$ cat src/rtl/vram_rect_fill.sv
// Rectangle fill engine: accepts one clipped rectangle command at a time and
// streams raster-ordered palette-index writes into the 640x360 VRAM write port.
module vram_rect_fill #(
    parameter int SCREEN_WIDTH  = 640,
    parameter int SCREEN_HEIGHT = 360,
    parameter int ADDR_WIDTH    = 18,
    parameter int DATA_WIDTH    = 6
) (
    input  logic                  i_clk,
    input  logic                  i_rst_n,
    input  logic                  i_cmd_valid,
    output logic                  o_cmd_ready,
    input  logic [9:0]            i_cmd_x,
    input  logic [8:0]            i_cmd_y,
    input  logic [9:0]            i_cmd_w,
    input  logic [8:0]            i_cmd_h,
    input  logic [DATA_WIDTH-1:0] i_cmd_colour,
    input  logic                  i_stall,
    output logic                  o_write,
    output logic [ADDR_WIDTH-1:0] o_addr,
    output logic [DATA_WIDTH-1:0] o_data,
    output logic                  o_busy,
    output logic                  o_done
);

    localparam logic [10:0]           X_LIMIT    = 11'(SCREEN_WIDTH);
    localparam logic [9:0]            Y_LIMIT    = 10'(SCREEN_HEIGHT);
    localparam logic [ADDR_WIDTH-1:0] ROW_STRIDE = ADDR_WIDTH'(SCREEN_WIDTH);

    typedef enum logic [1:0] {
        S_IDLE,
        S_SETUP,
        S_FILL,
        S_DONE
    } state_t;

    state_t                  state_q, state_d;
    logic [9:0]              x0_q, x0_d;
    logic [8:0]              y0_q, y0_d;
    logic [9:0]              w_q, w_d;
    logic [8:0]              h_q, h_d;
    logic [DATA_WIDTH-1:0]   colour_q, colour_d;
    logic [9:0]              x_q, x_d;
    logic [8:0]              y_q, y_d;
    logic [10:0]             x_end_q, x_end_d;
    logic [9:0]              y_end_q, y_end_d;
    logic [ADDR_WIDTH-1:0]   row_base_q, row_base_d;
    logic [ADDR_WIDTH-1:0]   addr_q, addr_d;
    logic [DATA_WIDTH-1:0]   data_q, data_d;
    logic                    write_en_q, write_en_d;
    logic                    done_q, done_d;
    logic                    busy_q, busy_d;
    logic                    ready_q, ready_d;

    logic [10:0]             x_sum;
    logic [9:0]              y_sum;
    logic [10:0]             x_end_clip;
    logic [9:0]              y_end_clip;
    logic                    is_empty;
    logic [ADDR_WIDTH-1:0]   setup_row_base;
    logic [10:0]             x_next;
    logic [9:0]              y_next;
    logic                    row_last;
    logic                    rect_last;
    logic                    advance;

    // Clip arithmetic is one bit wider than the coordinates so x0+w never wraps.
    always_comb begin
        x_sum          = {1'b0, x0_q} + {1'b0, w_q};
        y_sum          = {1'b0, y0_q} + {1'b0, h_q};
        x_end_clip     = (x_sum > X_LIMIT) ? X_LIMIT : x_sum;
        y_end_clip     = (y_sum > Y_LIMIT) ? Y_LIMIT : y_sum;
        is_empty       = (w_q == 10'd0) || (h_q == 9'd0) ||
                         ({1'b0, x0_q} >= X_LIMIT) || ({1'b0, y0_q} >= Y_LIMIT);
        setup_row_base = ADDR_WIDTH'(y0_q) * ROW_STRIDE;
        x_next         = {1'b0, x_q} + 11'd1;
        y_next         = {1'b0, y_q} + 10'd1;
        row_last       = (x_next == x_end_q);
        rect_last      = (y_next == y_end_q);
        advance        = (state_q == S_FILL) && write_en_q && !i_stall;
    end

    always_comb begin
        state_d    = state_q;
        x0_d       = x0_q;
        y0_d       = y0_q;
        w_d        = w_q;
        h_d        = h_q;
        colour_d   = colour_q;
        x_d        = x_q;
        y_d        = y_q;
        x_end_d    = x_end_q;
        y_end_d    = y_end_q;
        row_base_d = row_base_q;
        addr_d     = addr_q;
        data_d     = data_q;
        write_en_d = write_en_q;
        done_d     = done_q;
        busy_d     = busy_q;
        ready_d    = ready_q;

        case (state_q)
            S_IDLE: begin
                if (i_cmd_valid) begin
                    x0_d     = i_cmd_x;
                    y0_d     = i_cmd_y;
                    w_d      = i_cmd_w;
                    h_d      = i_cmd_h;
                    colour_d = i_cmd_colour;
                    ready_d  = 1'b0;
                    busy_d   = 1'b1;
                    state_d  = S_SETUP;
                end
            end
            S_SETUP: begin
                if (is_empty) begin
                    done_d  = 1'b1;
                    state_d = S_DONE;
                end else begin
                    x_d        = x0_q;
                    y_d        = y0_q;
                    x_end_d    = x_end_clip;
                    y_end_d    = y_end_clip;
                    row_base_d = setup_row_base;
                    addr_d     = setup_row_base + ADDR_WIDTH'(x0_q);
                    data_d     = colour_q;
                    write_en_d = 1'b1;
                    state_d    = S_FILL;
                end
            end
            S_FILL: begin
                // Position only moves on cycles where the write actually went out.
                if (advance) begin
                    if (!row_last) begin
                        x_d    = x_next[9:0];
                        addr_d = addr_q + ADDR_WIDTH'(1);
                    end else if (!rect_last) begin
                        x_d        = x0_q;
                        y_d        = y_next[8:0];
                        row_base_d = row_base_q + ROW_STRIDE;
                        addr_d     = row_base_q + ROW_STRIDE + ADDR_WIDTH'(x0_q);
                    end else begin
                        write_en_d = 1'b0;
                        done_d     = 1'b1;
                        state_d    = S_DONE;
                    end
                end
            end
            S_DONE: begin
                done_d  = 1'b0;
                busy_d  = 1'b0;
                ready_d = 1'b1;
                state_d = S_IDLE;
            end
            default: begin
                write_en_d = 1'b0;
                done_d     = 1'b0;
                busy_d     = 1'b0;
                ready_d    = 1'b1;
                state_d    = S_IDLE;
            end
        endcase
    end

    always_ff @(posedge i_clk or negedge i_rst_n) begin
        if (!i_rst_n) begin
            state_q    <= S_IDLE;
            x0_q       <= '0;
            y0_q       <= '0;
            w_q        <= '0;
            h_q        <= '0;
            colour_q   <= '0;
            x_q        <= '0;
            y_q        <= '0;
            x_end_q    <= '0;
            y_end_q    <= '0;
            row_base_q <= '0;
            addr_q     <= '0;
            data_q     <= '0;
            write_en_q <= 1'b0;
            done_q     <= 1'b0;
            busy_q     <= 1'b0;
            ready_q    <= 1'b1;
        end else begin
            state_q    <= state_d;
            x0_q       <= x0_d;
            y0_q       <= y0_d;
            w_q        <= w_d;
            h_q        <= h_d;
            colour_q   <= colour_d;
            x_q        <= x_d;
            y_q        <= y_d;
            x_end_q    <= x_end_d;
            y_end_q    <= y_end_d;
            row_base_q <= row_base_d;
            addr_q     <= addr_d;
            data_q     <= data_d;
            write_en_q <= write_en_d;
            done_q     <= done_d;
            busy_q     <= busy_d;
            ready_q    <= ready_d;
        end
    end

    // A stall must suppress the write in the same cycle the port reports busy.
    assign o_write     = write_en_q & ~i_stall;
    assign o_addr      = addr_q;
    assign o_data      = data_q;
    assign o_busy      = busy_q;
    assign o_done      = done_q;
    assign o_cmd_ready = ready_q;

endmodule

$ cat config.mk
export PLATFORM = sky130hd
export DESIGN_NAME = vram_rect_fill
export DESIGN_NICKNAME = d
export VERILOG_FILES = /design/src/rtl/vram_rect_fill.sv
export SDC_FILE = /design/constraint.sdc
export NUM_CORES = 1
export LEC_CHECK = 0
export ABC_AREA = 1
export CORE_ASPECT_RATIO = 1.1
export CORE_MARGIN = 3
export CORE_UTILIZATION = 35
export DETAILED_ROUTE_END_ITERATION = 8
export PLACE_DENSITY = 0.64
export SYNTH_ARGS = -nofsm -noshare
export SYNTH_HDL_FRONTEND = slang
export SYNTH_SLANG_ARGS = --single-unit
export TNS_END_PERCENT = 50
$ cat constraint.sdc
create_clock -name i_clk -period 2.9 [get_ports i_clk]
set_input_delay 0.87 -clock i_clk [delete_from_list [all_inputs] [get_ports i_clk]]
set_output_delay 0.87 -clock i_clk [all_outputs]
set_load 0.1 [all_outputs]
## After elaboration in Yosys (flattened, before gate mapping)

Index checks and enable logic that the tools add are counted.

| storage, ports and cells | value |
|---|---|
| register bits | 132 |
| input port bits | 48 |
| logic and storage cells | 108 |

| operators by class | value |
|---|---|
| add/sub/neg operators | 8 |
| multipliers | 1 |
| order comparisons | 4 |
| equal/unequal tests | 13 |
| mux-type cells | 42 |
| bitwise logic cells | 3 |
| reduce and logical (&&, ||, !) cells | 20 |

Operators by type and width:

| kind | count |
|---|---|
| $mux 18 | 8 |
| $pmux 18 s2 | 2 |
| $mux 10 | 5 |
| $add 18x10->18 | 2 |
| $mux 9 | 4 |
| $pmux 10 s2 | 1 |
| $add 18x1->18 const B | 1 |
| $add 18x10->18 const B | 1 |
| $pmux 9 s2 | 1 |
| $reduce_and 5->1 | 3 |
| $ne 2x2->1 const B | 7 |
| $add 10x1->11 const B | 1 |
| $add 10x10->11 | 1 |
| $eq 11x11->1 | 1 |
| $gt 11x10->1 const B | 1 |
| $mul 9x3->11 const B | 1 |
| $mux 1 | 11 |
| $mux 11 | 1 |
| $add 9x1->10 const B | 1 |
| $add 9x9->10 | 1 |
| $eq 10x10->1 | 1 |
| $ge 10x10->1 const B | 1 |
| $gt 10x9->1 const B | 1 |
| $logic_not 10->1 | 1 |
| other kinds (19) | 33 |

## Logic depth before layout (Yosys ltp)

Gate-level depths: netlist of the first run.

| depth | value |
|---|---|
| word-level depth | 6 |
| depth in mapped cells | 19 |
| gate-level depth less buffers | 19 |

## Worst setup path before layout of the first run

OpenSTA, ideal clock, no wires.

| path | value |
|---|---|
| path type | input port to flip-flop |
| from | input port i_stall |
| to | register addr_q[15], in the netlist o_addr[15] |
| setup time | 0.120 ns |
| arrival time | 3.116 ns |
| setup slack | -0.336 ns |
| stages | 8 |
| cells stage by stage | nor2_1 -> nor2_1 -> nor2_1 -> nand2_2 -> buf_6 -> buf_6 -> nand2_1 -> nand2_1 |

| between the ends | value |
|---|---|
| word-level cells in the longest chain between the ends | 4 |

Ends and longest elaborated chain:

| element | line | text |
|---|---|---|
| start, declared | 18 | `input logic i_stall,` |
| $logic_not 1->1 | 80 | `advance = (state_q == S_FILL) && write_en_q && !i_stall;` |
| $logic_and 1x1->1 | 80 |  |
| $ne 2x2->1 (no source line) | -- |  |
| $reduce_and 4->1 (no source line) | -- |  |
| end signal, assigned | 196 | `addr_q <= addr_d;` |
| end, declared | 48 | `logic [ADDR_WIDTH-1:0] addr_q, addr_d;` |

Every way passes these cells.
A chain may end at the register's enable or synchronous reset.

## Worst setup path after layout of the first run

| path | value |
|---|---|
| from | register y0_q[3] |
| to | register addr_q[17], in the netlist o_addr[17] |

| between the ends | value |
|---|---|
| word-level cells in the longest chain between the ends | 4 |

Ends and longest elaborated chain:

| element | line | text |
|---|---|---|
| start, declared | 39 | `logic [8:0] y0_q, y0_d;` |
| start signal, assigned | 187 | `y0_q <= y0_d;` |
| $mul 9x3->11 or $ge 9x9->1 (tied branches) | 75, 74 |  |
| $add 18x10->18 or $logic_or 1x1->1 (tied branches) | 125, 74 |  |
| $mux 18 or $ne 2x2->1 (tied branches) | -- |  |
| $pmux 18 s2 or $reduce_and 4->1 (tied branches) | -- |  |

Several ways; a longest one is shown, not always the timed one. The select of a mux whose other input is x is not followed.

==> flow_summary_export.csv, run 1 <==
group,metric,value,unit
run_status,run_status,"finished, final reports clean",
sta,setup_repair_after_global_routing_missed_its_margin,"false",
global_routing,grt_use_total,16.9,%
routing,routed_wire_per_std_cell,13.3,microns
sta,worst_pin_slew,0.604,ns
cts,cts.path.max_buffers,2,
worst_setup_path,worstSetupStartpointType,"flip-flop",
worst_setup_path,timing.critical_path.fanout_max,6,
cts,cts_buf_count,17,
synth,synth_seq_cells,125,
synth,synthesis.yosys.warnings,0,
routing,first_iter_violations,452,
synth,synthesis.area_per_instance,6.89,sq um
sta,final.min_clock_period,2.64,ns
cts,clock_insertion_delay_worst_skew,0.43,ns
worst_setup_path,crit_path_top_delay_cell,"dfrtp_1",
cts,cts_tree,"yes",
placement,routabilityCongestion,0.865,
worst_setup_path,critical_path_capture_point_type,"flip-flop",
global_routing,grt_max_degree,75,
cts,clock-sinks,125,
sta,total_count_of_hold_check_failures_in_the_final_report,0,
synth,synth.top_cell.area_share,34.1,%
die,fp.dieH,175,microns
synth,ys_types,43,
worst_setup_path,cp.arrival,3.00,ns
global_routing,grt_pass1_vias,7934,
die,placementRows,61,
sta,setup_violations,0,
synth,netlist_area,9100,sq um
routing,drt_pre_antenna_iters,5,
cells_and_area,count_of_nets_after_finishing,1502,
cells_and_area,num-fill-cells,2595,
routing,finalWirelength,23500,microns
routing,detail_route.drc_violations,0,
cells_and_area,highest_count_cells_in_the_layout_ignoring_fill_and_taps,"534 x nand2_1, 128 x inv_1, 124 x dfrtp_1",
die,dieArea,28000,sq um
placement,detailedPlacementHpwl,17600,microns
synth,mappedNetlistNets,1421,
worst_setup_path,timing.critical_path.cells,"ha_1 -> ha_1 -> fa_1 -> xor2_2 -> inv_1 -> nor2_1 -> nand2_1 -> nor2_1 -> nand2_1 -> o21bai_1 -> nand3_1 -> nand2_1 -> nand2_1 -> nand2_1",
sta,timing.clock.skew,0.00941,ns
routing,drt.antenna.violating_nets,0,
global_routing,antenna_violations_before_repair,0,
synth,netlist_top_cells_area,"dfrtp_1 34%, nand2_1 22%, ha_1 6.6%",
sta,final.period_utilization,91.1,%
routing,route.vias.total,8327,
cts,postCtsSetupRepairBufs,0,
synth,ys_seq_area_share,34.4,%
routing,vias_per_cell,4.73,
sta,final_max_slew_viol_count,0,
die,start_util,35.8,%
cts,cts.htree.levels,4,
worst_setup_path,cp_slowest_stage_delay,0.45,ns
cells_and_area,area_growth,18.9,%
synth,post-synth-top-area-cell,"dfrtp_1",
cells_and_area,final_layout_size_suffix_gt1_share,10.9,%
global_routing,grt-ovfl-total,0,
cts,cts_root_buf,"clkbuf_16",
die,placeableCoreArea,25400,sq um
hold_path,class_of_the_most_critical_hold_timing_path,"in2async",
cts,clkSlewWorstSetupHoldPaths,0.06,ns
sta,final.setup.tns,0,ns
sta,max_slew_margin,59.6,%
global_routing,wire_length_of_the_first_global_routing_pass,38900,microns
worst_setup_path,worstPathRequired,3.26,ns
placement,io_buffer_count,75,
synth,synthCells,1321,
cells_and_area,most_common_cell_after_layout_fill_and_taps_aside,"nand2_1",
worst_setup_path,startpoint_to_endpoint_class_of_the_critical_path,"reg2reg",
flow_run,max-cap-violations,0,
sta,fmax,379,MHz
die,fp.dieW,160,microns
die,number_of_i_o_pins,76,
cells_and_area,n_antenna_cell,0,
worst_setup_path,most_frequent_cell_on_the_critical_path,"nand2_1",
## worst max-delay path, delay by kind of cell, from the launching register on
kind                       cells  cell delay [ns]
xor gates and xnor gates       1             0.21
buffers and inverters          1             0.08
AOI/OAI and AO/OA              1             0.15
DFF                            1             0.45
adders and majority gates      3             1.02
and+or+nand+nor                8             0.67
## synth_stat cells, drive strengths merged
cell type / count
nor4: 3
dfstp: 1
a211oi: 1
xnor2: 15
a21oi: 24
o31a: 1
dfrtp: 124
o21bai: 5
a21boi: 4
clkbuf: 17
o211ai: 5
o21a: 3
fa: 4
buf: 22
a31oi: 2
nand3: 101
or2: 5
a31o: 1
nand4: 21
nand2: 559
nor3: 6
o21ai: 84
nor2: 82
a21o: 2
a22oi: 1
conb: 1
xor2: 35
ha: 48
and2: 2
inv: 132
nand3b: 10
## layout make-up
cell class	instances	area, sq um	area share [%]
inverter	132	495	4.58
clock inverter	11	108	0.994
clock buffer	21	470	4.35
timing repair buffer	101	923	8.53
multi-input combinational	1025	5260	48.6
tap	346	433	4.00
sequential	125	3130	28.9
## worst paths after layout
check	from	end	slack, ns	cells past startpoint
worst min-delay path	i_rst_n	h_q[7]$_DFFE_PN0P_	0.38	1
worst max register to register	y0_q[3]$_DFFE_PN0P_	o_addr[17]$_DFFE_PN0P_	0.26	14
worst max-delay path	y0_q[3]$_DFFE_PN0P_	o_addr[17]$_DFFE_PN0P_	0.26	14
worst min register to register	colour_q[3]$_DFFE_PN0P_	o_data[3]$_DFFE_PN0P_	0.47	2
max in group asynchronous	i_rst_n	x_q[3]$_DFFE_PN0P_	1.76	2
min in group i_clk	colour_q[3]$_DFFE_PN0P_	o_data[3]$_DFFE_PN0P_	0.47	2
## what timing repair did
| action | CTS | global route |
|---|---|---|
| setup endpoints to repair | 0 | 1 |
| resized for setup | 0 | 1 |
| hold buffers | 0 | 0 |
## cell families (layout without fill, tap and decap cells)
logic type,count (synthesis),in the layout,share of synthesized area (%)
xor gates and xnor gates,50,50,4.81
and+or+nand+nor,789,789,36.5
DFF,125,125,34.4
other,1,1,0.0412
adders and majority gates,52,52,7.48
AOI/OAI and AO/OA,133,133,8.86
buffers and inverters,171,265,7.94
## routing by layer
layer | part of all wire (%) | track usage [%]
met5 | 0 | 0
met4 | 2.1 | 5.82
met3 | 4.9 | 3.77
met2 | 45 | 27.0
met1 | 48 | 22.8
## sequential cells by signal, indices dropped and copies added, names as in the netlist, 2 cells and up
register	count
y0_q	9
o_addr	18
x0_q	10
x_end_q	11
x_q	10
colour_q	6
y_q	9
state_q	2
o_data	6
row_base_q	11
y_end_q	10
w_q	10
h_q	9
## through the flow
stage	area [sq um]	std cells	util [%]	setup WS [ns]	hold WS [ns]
after global routing	10800	1761	42.6	0.0118	0.410
after detailed placement	10200	1729	40.3	0.250	0.463
after global placement	10200	1729	40.3	0.293	0.449
after floorplan	9110	1321	-	0.176	0.442
final	10800	1761	42.6	0.258	0.381
after CTS	10800	1761	42.5	0.240	0.395
Power of run 1 is left out: the tool's default activity adds up to more than one toggle a clock period on the data nets, which glitch-free logic cannot reach.
==> inputs of run 2 (changes only) <==
--- a/config.mk
+++ b/config.mk
@@ -11,6 +11,7 @@
 export CORE_UTILIZATION = 35
 export DETAILED_ROUTE_END_ITERATION = 8
 export PLACE_DENSITY = 0.64
+export SLEW_MARGIN = 20
 export SYNTH_ARGS = -nofsm -noshare
 export SYNTH_HDL_FRONTEND = slang
 export SYNTH_SLANG_ARGS = --single-unit
==> results of run 2 <==
Final layout, timing and power as in run 1 (identical DEF).
Power of run 2 is left out for the same reason.
==> inputs of run 3 (changes only) <==
==> constraint.sdc (replaced) <==
create_clock -name i_clk -period 2.9 [get_ports i_clk]
set_input_delay 0.87 -clock i_clk [delete_from_list [all_inputs] [get_ports i_clk]]
set_output_delay 0.87 -clock i_clk [all_outputs]
set_load 0.02 [all_outputs]
==> flow_summary_export.csv, run 3 (same netlist as run 1, synthesis figures left out) <==
group,metric,value,unit
cells_and_area,area_growth,19.1,%
routing,vias_per_cell,4.70,
worst_setup_path,critPathBufInv,1,
power_and_ir_drop,clkPwrFrac,14.1,%
routing,route.vias.total,8268,
flow_run,max-cap-violations,0,
cts,cts_tree,"yes",
placement,dpl.cell_count,1726,
die,fp.dieH,175,microns
global_routing,grt_use_total,16.8,%
cts,cts_root_buf,"clkbuf_16",
cells_and_area,largest_register_ffs,18,
sta,timing.clock.skew,0.0144,ns
sta,worst_hold_check_slack,0.418,ns
cts,cts.path.max_buffers,2,
routing,finalWirelength,23000,microns
routing,drt_pre_antenna_iters,5,
worst_setup_path,crit_path_top_delay_cell,"dfrtp_1",
sta,max_slew_margin,61.6,%
die,start_util,35.8,%
worst_setup_path,worstRegToRegCells,15,
power_and_ir_drop,p_seq_share,24.6,%
power_and_ir_drop,netSwitchingPower,7.17,mW
placement,preCtsSetupSlack,-0.0196,ns
power_and_ir_drop,p_per_area,1310,nW/um^2
cts,clock-sinks,125,
cells_and_area,highest_count_cells_in_the_layout_ignoring_fill_and_taps,"534 x nand2_1, 128 x inv_1, 124 x dfrtp_1",
worst_setup_path,startpoint_to_endpoint_class_of_the_critical_path,"reg2reg",
sta,final_max_slew_viol_count,0,
cells_and_area,layout.area.seq,3130,sq um
worst_setup_path,worstSetupStartpointType,"flip-flop",
cells_and_area,n_antenna_cell,0,
worst_setup_path,cp.arrival,3.04,ns
run_status,run_status,"finished, final reports clean",
global_routing,antenna_violations_before_repair,0,
routing,drt.antenna.violating_nets,0,
power_and_ir_drop,cell_int_power,7.02,mW
routing,first_iter_violations,444,
worst_setup_path,setup.worst_path.end,"o_addr[13]$_DFFE_PN0P_",
sta,fmax,373,MHz
worst_setup_path,worstPathRequired,3.25,ns
die,dieArea,28000,sq um
cells_and_area,layout.cells.non_filler,1758,
sta,setup_violations,0,
global_routing,grt_max_degree,49,
die,placementRows,61,
placement,detailedPlacementHpwl,17300,microns
sta,final.period_utilization,92.5,%
routing,routed_wire_per_std_cell,13.1,microns
cts,cts.htree.levels,4,
global_routing,grt-ovfl-total,0,
cts,clock_insertion_delay_worst_skew,0.42,ns
cts,clkSlewWorstSetupHoldPaths,0.06,ns
worst_setup_path,worstReg2RegEnd,"o_addr[13]$_DFFE_PN0P_",
worst_setup_path,critical_path_capture_point_type,"flip-flop",
cells_and_area,multi_input_comb_area,5260,sq um
sta,final.min_clock_period,2.68,ns
worst_setup_path,timing.critical_path.fanout_max,27,
cts,cts_buf_count,17,
placement,routabilityCongestion,0.880,
worst_setup_path,regToRegSetupSlack,0.22,ns
power_and_ir_drop,p_leak,5.54,nW
cells_and_area,final_layout_size_suffix_gt1_share,8.57,%
sta,worst_pin_slew,0.575,ns
worst_setup_path,reg2reg_from,"x_q[1]$_DFFE_PN0P_",
placement,io_buffer_count,75,
cells_and_area,most_common_cell_after_layout_fill_and_taps_aside,"nand2_1",
sta,total_count_of_hold_check_failures_in_the_final_report,0,
worst_setup_path,critPathTopFamily,"simple AND/OR/NAND/NOR gates",
power_and_ir_drop,share_comb_of_total_power,61.3,%
die,placeableCoreArea,25400,sq um
cts,post_cts.resized_instances,1,
sta,final.setup.tns,0,ns
sta,minimum_setup_slack_in_the_final_design,0.217,ns
worst_setup_path,critical_path_cell_count,15,
worst_setup_path,crit_path_start,"x_q[1]$_DFFE_PN0P_",
sta,setup_repair_after_global_routing_missed_its_margin,"true",
cells_and_area,num-fill-cells,2551,
global_routing,wire_length_of_the_first_global_routing_pass,39000,microns
die,number_of_i_o_pins,76,
cts,postCtsSetupRepairBufs,0,
worst_setup_path,cp_slowest_stage_delay,0.42,ns
worst_setup_path,timing.critical_path.cells,"ha_1 -> nand2_2 -> nor2_4 -> nand4_1 -> nand2_2 -> nand2_1 -> nand2_1 -> nor2_2 -> nand3_4 -> nand2_2 -> nand2_1 -> nand2_2 -> inv_2 -> nand2_1 -> nand2_1",
global_routing,grt_pass1_vias,8039,
hold_path,class_of_the_most_critical_hold_timing_path,"in2async",
routing,detail_route.drc_violations,0,
worst_setup_path,most_frequent_cell_on_the_critical_path,"nand2_1",
cells_and_area,count_of_nets_after_finishing,1499,
die,fp.dieW,160,microns
cts,number_of_buffers_inserted_for_hold_repair_after_clock_tree_synthesis,0,
power_and_ir_drop,netSwitchingFraction,50.5,%
power_and_ir_drop,max-vdd-ir-drop,0.647,mV
[run 3: cell count changes in the layout (fill, tap and decap cells not counted), sizes merged]
cell	delta
buf	-31
bufinv	-1
clkbuf	+1
clkdlybuf4s50	+27
dlygate4sd2	+1
[run 3: cell type report]
cell class	count	area share, %
timing repair buffer	98	8.94
clock inverter	10	0.750
tap	346	3.99
sequential	125	28.9
clock buffer	22	4.37
inverter	132	4.57
multi-input combinational	1025	48.5
[run 3: power groups by stage]
stage	Combinational, mW	Sequential, mW	Clock (mW)
final	8.70	3.49	2.00
after global routing	10.0	3.62	2.12
after CTS	8.72	3.49	2.05
after detailed placement	8.65	3.51	0
after global placement	8.53	3.48	0
after floorplan	6.51	3.43	0
[run 3: worst min-delay path by stage]
stage | from | to | slack [ns] | cells after the start
4_1_cts | i_rst_n | h_q[6]$_DFFE_PN0P_ | 0.43 | 1
3_5_place_dp | colour_q[3]$_DFFE_PN0P_ | o_data[3]$_DFFE_PN0P_ | 0.46 | 2
3_3_place_gp | colour_q[2]$_DFFE_PN0P_ | o_data[2]$_DFFE_PN0P_ | 0.45 | 2
6_report | i_rst_n | h_q[6]$_DFFE_PN0P_ | 0.42 | 1
5_1_grt | i_rst_n | h_q[6]$_DFFE_PN0P_ | 0.44 | 1
2_1_floorplan | write_en_q$_DFFE_PN0P_ | write_en_q$_DFFE_PN0P_ | 0.44 | 2
[run 3: per-layer routing]
layer  vias to the layer above  share of wire [%]  track usage [%]
li1                       4359                  -                -
met1                      3702                 50             23.0
met2                       178                 44             27.5
met3                        29                4.3             3.30
met4                         0                1.5             4.34
met5                         -                  0                0
[run 3: through the flow]
| step | total power [mW] | area, sq um | util, % |
|---|---|---|---|
| global placement | 12.0 | 10300 | 40.5 |
| detailed placement | 12.2 | 10300 | 40.5 |
| CTS | 14.3 | 10800 | 42.6 |
| finish | 14.2 | 10800 | 42.7 |
| global route | 15.8 | 10800 | 42.7 |
| floorplan | 9.94 | 9100 | - |
Power figures use the tool's default switching activity.
